--- src/rtl/day12_job_sequencer.sv ---
// Day 12 job sequencer: parses header and length-prefixed frames,
// feeds payloads to the accelerator and returns the fit total.
module day12_job_sequencer #(
  parameter int MAX_FRAME_WORDS = 4096,
  parameter int TIMEOUT_CYCLES  = 65535,
  parameter int CNT_W           = 24
) (
  input  logic        clk,
  input  logic        rst_n,
  input  logic        s_valid,
  input  logic [31:0] s_data,
  output logic        s_ready,
  output logic        m_valid,
  output logic [31:0] m_data,
  input  logic        m_ready,
  output logic        acc_in_valid,
  output logic [31:0] acc_in_data,
  input  logic        acc_in_ready,
  input  logic        acc_out_valid,
  input  logic [31:0] acc_out_data,
  output logic        acc_out_ready,
  output logic        busy
);

  localparam int TW = $clog2(TIMEOUT_CYCLES + 1);

  typedef enum logic [2:0] {
    IDLE, LEN, FWD, WAIT_RES, DONE
  } state_t;

  state_t           state, state_nx;
  logic [CNT_W-1:0] remaining, remaining_nx;
  logic [CNT_W-1:0] fit_count, fit_nx;
  logic             err, err_nx;
  logic [12:0]      wcnt, wcnt_nx;
  logic [TW-1:0]    timer, timer_nx;
  logic [12:0]      len_w, len_c;
  logic             unused_verdict_bits;

  assign unused_verdict_bits = ^acc_out_data[31:1];
  assign acc_out_ready = 1'b1;
  assign busy = (state != IDLE);

  assign len_w = s_data[12:0];
  assign len_c = (len_w > 13'(MAX_FRAME_WORDS)) ?
                 13'(MAX_FRAME_WORDS) : len_w;

  always_ff @(posedge clk or negedge rst_n) begin
    if (!rst_n) begin
      state     <= IDLE;
      remaining <= '0;
      fit_count <= '0;
      err       <= 1'b0;
      wcnt      <= '0;
      timer     <= '0;
    end else begin
      state     <= state_nx;
      remaining <= remaining_nx;
      fit_count <= fit_nx;
      err       <= err_nx;
      wcnt      <= wcnt_nx;
      timer     <= timer_nx;
    end
  end

  always_comb begin
    state_nx     = state;
    remaining_nx = remaining;
    fit_nx       = fit_count;
    err_nx       = err;
    wcnt_nx      = wcnt;
    timer_nx     = timer;
    s_ready      = 1'b0;
    acc_in_valid = 1'b0;
    acc_in_data  = '0;
    m_valid      = 1'b0;
    m_data       = '0;
    unique case (state)
      IDLE: begin
        s_ready = 1'b1;
        if (s_valid) begin
          remaining_nx = s_data[CNT_W-1:0];
          fit_nx       = '0;
          err_nx       = 1'b0;
          state_nx     = (s_data[CNT_W-1:0] == '0) ? DONE : LEN;
        end
      end
      LEN: begin
        s_ready = 1'b1;
        if (s_valid) begin
          if (len_c == '0) begin
            // empty region: not-fit, nothing sent to the accelerator
            remaining_nx = remaining - 1'b1;
            if (remaining == CNT_W'(1)) state_nx = DONE;
          end else begin
            wcnt_nx  = len_c;
            state_nx = FWD;
          end
        end
      end
      FWD: begin
        acc_in_valid = s_valid;
        acc_in_data  = s_data;
        s_ready      = acc_in_ready;
        if (s_valid && acc_in_ready) begin
          wcnt_nx = wcnt - 1'b1;
          if (wcnt == 13'd1) begin
            state_nx = WAIT_RES;
            timer_nx = '0;
          end
        end
      end
      WAIT_RES: begin
        timer_nx = timer + 1'b1;
        // a verdict in the timeout cycle still counts
        if (acc_out_valid || timer == TW'(TIMEOUT_CYCLES - 1)) begin
          if (acc_out_valid) begin
            if (fit_count != '1)
              fit_nx = fit_count + CNT_W'(acc_out_data[0]);
          end else begin
            err_nx = 1'b1;
          end
          remaining_nx = remaining - 1'b1;
          state_nx = (remaining == CNT_W'(1)) ? DONE : LEN;
        end
      end
      DONE: begin
        m_valid              = 1'b1;
        m_data[CNT_W-1:0]    = fit_count;
        m_data[31]           = err;
        if (m_ready) state_nx = IDLE;
      end
      default: state_nx = IDLE;
    endcase
  end

endmodule
--- config.mk ---
export PLATFORM = sky130hd
export DESIGN_NAME = day12_job_sequencer
export DESIGN_NICKNAME = d
export VERILOG_FILES = /design/src/rtl/day12_job_sequencer.sv
export SDC_FILE = /design/constraint.sdc
export NUM_CORES = 1
export LEC_CHECK = 0
export ABC_AREA = 1
export ABC_CLOCK_PERIOD_IN_PS = 2000
export CAP_MARGIN = 20
export CORE_ASPECT_RATIO = 1.1
export CORE_MARGIN = 5
export CORE_UTILIZATION = 52
export CTS_CLUSTER_DIAMETER = 150
export DETAILED_ROUTE_END_ITERATION = 10
export PLACE_DENSITY = 0.85
export SLEW_MARGIN = 15
export SYNTH_ARGS = -nofsm -noshare
export SYNTH_HDL_FRONTEND = slang
export SYNTH_SLANG_ARGS = --single-unit
--- constraint.sdc ---
create_clock -name clk -period 2 [get_ports clk]
set_input_delay 0.2 -clock clk [delete_from_list [all_inputs] [get_ports clk]]
set_output_delay 0.2 -clock clk [all_outputs]
set_load 0.02 [all_outputs]
* After elaboration in Yosys (flattened, before gate mapping)
Index checks and enable logic that the tools add are counted.
** Storage, ports and cells
- Input bits :: 70
- Flip-flop bits (word level) :: 81
- Word-level logic and storage cells :: 87
- Output and inout bits :: 69
** Operators by class
- Muxes and demuxes :: 39
- $lt $le $gt $ge :: 1
- Reductions and logical operators :: 17
- Add/subtract/negate cells :: 4
- Eq/ne operators :: 20
** Operators with widths (number)
- two-way mux 24 bit :: 9
- one-hot mux 24 bit (3 select lines) :: 1
- two-way mux 13 bit :: 4
- one-hot mux 24 bit (2 select lines) :: 1
- two-way mux 16 bit :: 2
- two-way mux 32 bit :: 1
- one-hot mux 16 bit (2 select lines) :: 1
- two-way mux 3 bit :: 10
- one-hot mux 13 bit (2 select lines) :: 1
- adder 24 x 1 -> 24 bit :: 1
- == test 24 x 1 -> 1 bit, second input constant :: 1
- logical NOT 24 bit :: 1
- inequality test 24 bit, second input constant :: 1
- subtractor 24 x 1 -> 24 bit, second input constant :: 1
- inequality test 2 bit, second input constant :: 11
- adder 16 x 1 -> 16 bit, second input constant :: 1
- == test 16 bit, second input constant :: 1
- one-hot mux 3 bit (5 select lines) :: 1
- == test 13 x 1 -> 1 bit, second input constant :: 1
- > comparator 13 bit, second input constant :: 1
- logical NOT 13 bit :: 1
- subtractor 13 x 1 -> 13 bit, second input constant :: 1
- AND reduction 5 bit :: 2
- AND reduction 4 bit :: 2
- other kinds (14) :: 24

* Depth between registers and ports, before layout
- Depth after elaboration :: 6
- Gate-level depth with buffers :: 13
- Mapped depth without buffers :: 12

* Least setup slack after synthesis
No wires, ideal clock.
- Path kind :: reg2reg
- From :: register fit_count[0]
- To :: register fit_count[16]
- Data required time :: 1.924 ns
- Setup slack :: 0.260 ns
- Buffers on the path :: 0
- Library setup time :: 0.076 ns
- Cell stages (with the launch flop) :: 9
- Clock period less this slack :: 1.740 ns
- Arrival time :: 1.664 ns
- Cells stage by stage :: dfrtp_1 ha_1 ha_1 inv_1 nor2_1 nand2_1 o21ai_0 nand4_1 o21ai_1
** On the way
- Word-level cells in the longest chain between the ends :: 5
- Elaborated cells between the ends (all ways) :: 8
- Classes of those cells :: add/sub: 1; eq/ne: 2; mux: 4; reduce/logical: 1
** Ends and longest elaborated chain
- start: declaration :: line 33 : logic [CNT_W-1:0] fit_count, fit_nx;
- start signal: assignment :: line 59 : fit_count <= fit_nx;
- adder 24 x 1 -> 24 bit :: line 119 : fit_nx = fit_count + CNT_W'(acc_out_data[0]);
- two-way mux 24 bit :: line 118 : if (fit_count != '1)
- two-way mux 24 bit :: line 117 : if (acc_out_valid) begin
- two-way mux 24 bit :: line 116 : if (acc_out_valid || timer == TW'(TIMEOUT_CYCLES - 1)) begin
- one-hot mux 24 bit (2 select lines) :: line 78 : unique case (state)
Parallel ways exist; a longest one is shown, timed or not. The select of a mux whose other input is x is not followed.
A chain may end at the register's enable or synchronous reset.

* Final worst setup path
- From :: register state[0]
- To :: output acc_in_data[14]
** On the way
- Word-level cells in the longest chain between the ends :: 2
** Ends and longest elaborated chain
- start: declaration :: line 31 : state_t state, state_nx;
- start signal: assignment :: line 57 : state <= state_nx;
- == test 3 x 2 -> 1 bit :: line 78
- two-way mux 32 bit :: line 78
- end: declaration :: line 17 : output logic [31:0] acc_in_data,
Every way passes these cells.

==> flow_summary.json <==
{
  "status": "finished clean",
  "area_delta_synth_final_pct": 25.6,
  "grt.overflow.total": 0,
  "fin_nets": 1224,
  "r2r_cells": 11,
  "vias_per_cell": 5.36,
  "route.detailed.drc": 0,
  "grt_first_pass_wirelength_um": 31200,
  "whs_ns": 0.328,
  "crit_path_max_incr_delay_ns": 0.43,
  "coreArea_um2": 11900,
  "diodes": 0,
  "power_switching_w": 0.00474,
  "drtIter0Drc": 553,
  "vias": 6990,
  "leakage_nw": 3.93,
  "insertion_delay_ns": 0.34,
  "cp_max_fo": 48,
  "ff2ff_setup_slack_ns": 0.20,
  "hpwlAfterDp_um": 14000,
  "p_sw_share_pct": 48.4,
  "min_period_ns": 1.93,
  "synth_seq_cells": 81,
  "drive_gt1_share_pct": 8.26,
  "reg2reg_from": "state[1]",
  "place.gp.congestion": 0.961,
  "setup_tns_ns": 0,
  "power_density_nw_per_um2": 1250,
  "rsz0062_at_grt": "no",
  "clkPwrFrac_pct": 17.2,
  "synth_warnings": 0,
  "cts-root-buf": "clkbuf_16",
  "yosysSeqAreaShare_pct": 32.6,
  "initial_utilization_pct": 52.4,
  "finalHoldViolCount": 0,
  "syn_inst": 1022,
  "synth-main-ff-cell": "dfrtp_1",
  "rows": 42,
  "layout.cells.most_common": "nand2_1",
  "antenna_found_initial": 0,
  "cp.arrival_ns": 1.73,
  "drv_slew": 0,
  "final_cell_mix": "nand2_1 (309), nor2_1 (196), inv_1 (117)",
  "ios": 139,
  "yosysTopAreaCellShare_pct": 32.6,
  "yosys-top-cells-area": "dfrtp_1 (33%), nand2_1 (19%), nor2_1 (12%)",
  "setup.worst_path.class": "reg2out",
  "pwr-share-comb_pct": 54.7,
  "crit_buf_inv": 3,
  "p_seq_share_pct": 28.1,
  "cts_setup_buffers": 0,
  "netlist_area_um2": 6220,
  "grt_max_degree": 49,
  "cts.sinks": 81,
  "totalWireLength_um": 18600,
  "synthArstFlopShare_pct": 100,
  "setup_ws_ns": 0.0680,
  "path_delay_family": "buffers and inverters",
  "maxCapViolations": 0,
  "path_cells": "nor3_2 -> inv_2 -> buf_12 -> nor2_1 -> dlygate4sd2_1",
  "die_area_um2": 14300,
  "critical_path_required_ns": 1.80,
  "yosys.area.top_type": "dfrtp_1",
  "fin_crit_sh_pct": 96.6,
  "tritoncts": "built",
  "rr_endpoint": "remaining[14]",
  "wl_per_cell_um": 14.2,
  "numPortBuffers": 99,
  "clock_skew_ns": 0.00733,
  "crit_path_end_kind": "primary output",
  "post-route-util_pct": 65.8,
  "ir_worst_vdd_mv": 0.750,
  "ant_nets": 0,
  "setup_violations": 0,
  "synth_edf_count": 0,
  "first_pass_iters": 6,
  "clk_pin_slew_ns": 0.06,
  "hold_class": "in2async",
  "max_freq_mhz": 518,
  "place_ws_ns": 0.00408,
  "chipHeight_um": 125,
  "internal_power_w": 0.00506,
  "cts_max_level": 3,
  "start_kind": "register",
  "die_w_um": 114,
  "grt_pass1_vias": 6552,
  "cts_made_buffers": 9,
  "synth.avg_cell_area_um2": 6.09,
  "synth.distinct_cells": 36,
  "slowest_stage": "dfrtp_1",
  "clockBufferDepth": 2,
  "track_usage_pct": 26.7
}
sequential cells by signal (all words and copies together) (netlist names):
name       count
wcnt          13
timer         16
state          3
remaining     24
fit_count     24
err            1
power by group through the flow:
| stage | Clock, W | Sequential (W) | Combinational, W |
|---|---|---|---|
| finish | 0.00168 | 0.00275 | 0.00536 |
| global route | 0.00177 | 0.00283 | 0.00604 |
| floorplan | 0 | 0.00262 | 0.00372 |
| global placement | 0 | 0.00275 | 0.00526 |
| detailed placement | 0 | 0.00275 | 0.00540 |
| CTS | 0.00170 | 0.00274 | 0.00533 |
layer usage:
layer	wire [um]	up-vias	GRT usage (%)
met1	7860	3161	36.8
met3	1380	49	3.45
li1	-	3470	-
met5	0	-	0
met4	633	0	11.5
met2	8710	310	41.7
worst register-to-register path, stage by stage (launching register included):
cell	delay [ns]
dfrtp_2	0.44
inv_2	0.12
nand2_1	0.09
nor2_1	0.16
nand2_1	0.14
nand3_1	0.11
nand2_1	0.13
nand3_2	0.14
inv_2	0.06
buf_12	0.15
o21ai_1	0.09
nand2_1	0.06
kinds of logic (layout without fill, tap and decap cells):
logic type                 after synthesis  after routing  synth area share, %
AOI/OAI and AO/OA                      109            109                 9.27
xor gates and xnor gates                19             19                 2.67
adders and majority gates                8              8                 1.61
buffers and inverters                  160            282                 10.8
DFF                                     81             81                 32.6
other                                    2              8                0.121
and+or+nand+nor                        643            643                 43.0
how the worst max path moves through the flow:
stage,startpoint,to,slack (ns),cells past startpoint
2_1_floorplan,fit_count[0],fit_count[16],0.26,8
3_3_place_gp,s_data[0],wcnt[0],0.05,8
3_5_place_dp,s_data[0],wcnt[11],0.004,9
4_1_cts,state[1],acc_in_data[29],0.001,6
5_1_grt,state[1],acc_in_data[8],0.002,6
6_report,state[0],acc_in_data[14],0.07,5
timing repair:
| item | CTS | global route |
|---|---|---|
| endpoints found under the hold margin | 24 | 0 |
| resized for setup | 61 | 49 |
| hold buffers | 1 | 0 |
| endpoints found under the setup margin | 60 | 42 |
| cloned | 0 | 0 |
per-stage QoR:
step	area, um^2	std cells	power [W]
floorplan	6240	1028	0.00634
global placement	7630	1288	0.00801
detailed placement	7630	1288	0.00815
CTS	7860	1304	0.00977
global route	7810	1304	0.0106
finish	7810	1304	0.00980
synthesized netlist by cell type, types with 4 or more instances:
cell type,number
o21ai_0,49
o21ai_1,37
ha_1,8
inv_2,6
nor2_1,197
buf_2,9
nand3_1,81
inv_1,117
clkbuf_1,12
nand4_1,39
buf_4,12
dfrtp_1,81
nand3b_1,4
xnor2_1,8
nor3_1,7
a21oi_1,11
nand2_1,309
xor2_1,11
area by class of cell:
type / instances / area, um^2
Timing Repair Buffer: 144 / 1270
Fill cell: 1059 / 4060
Multi-Input combinational cell: 787 / 3560
Clock buffer: 9 / 225
Inverter: 123 / 462
Clock inverter: 6 / 70.1
Tap cell: 154 / 193
Sequential cell: 81 / 2030
Note: power is estimated with default switching activity, not from simulation.
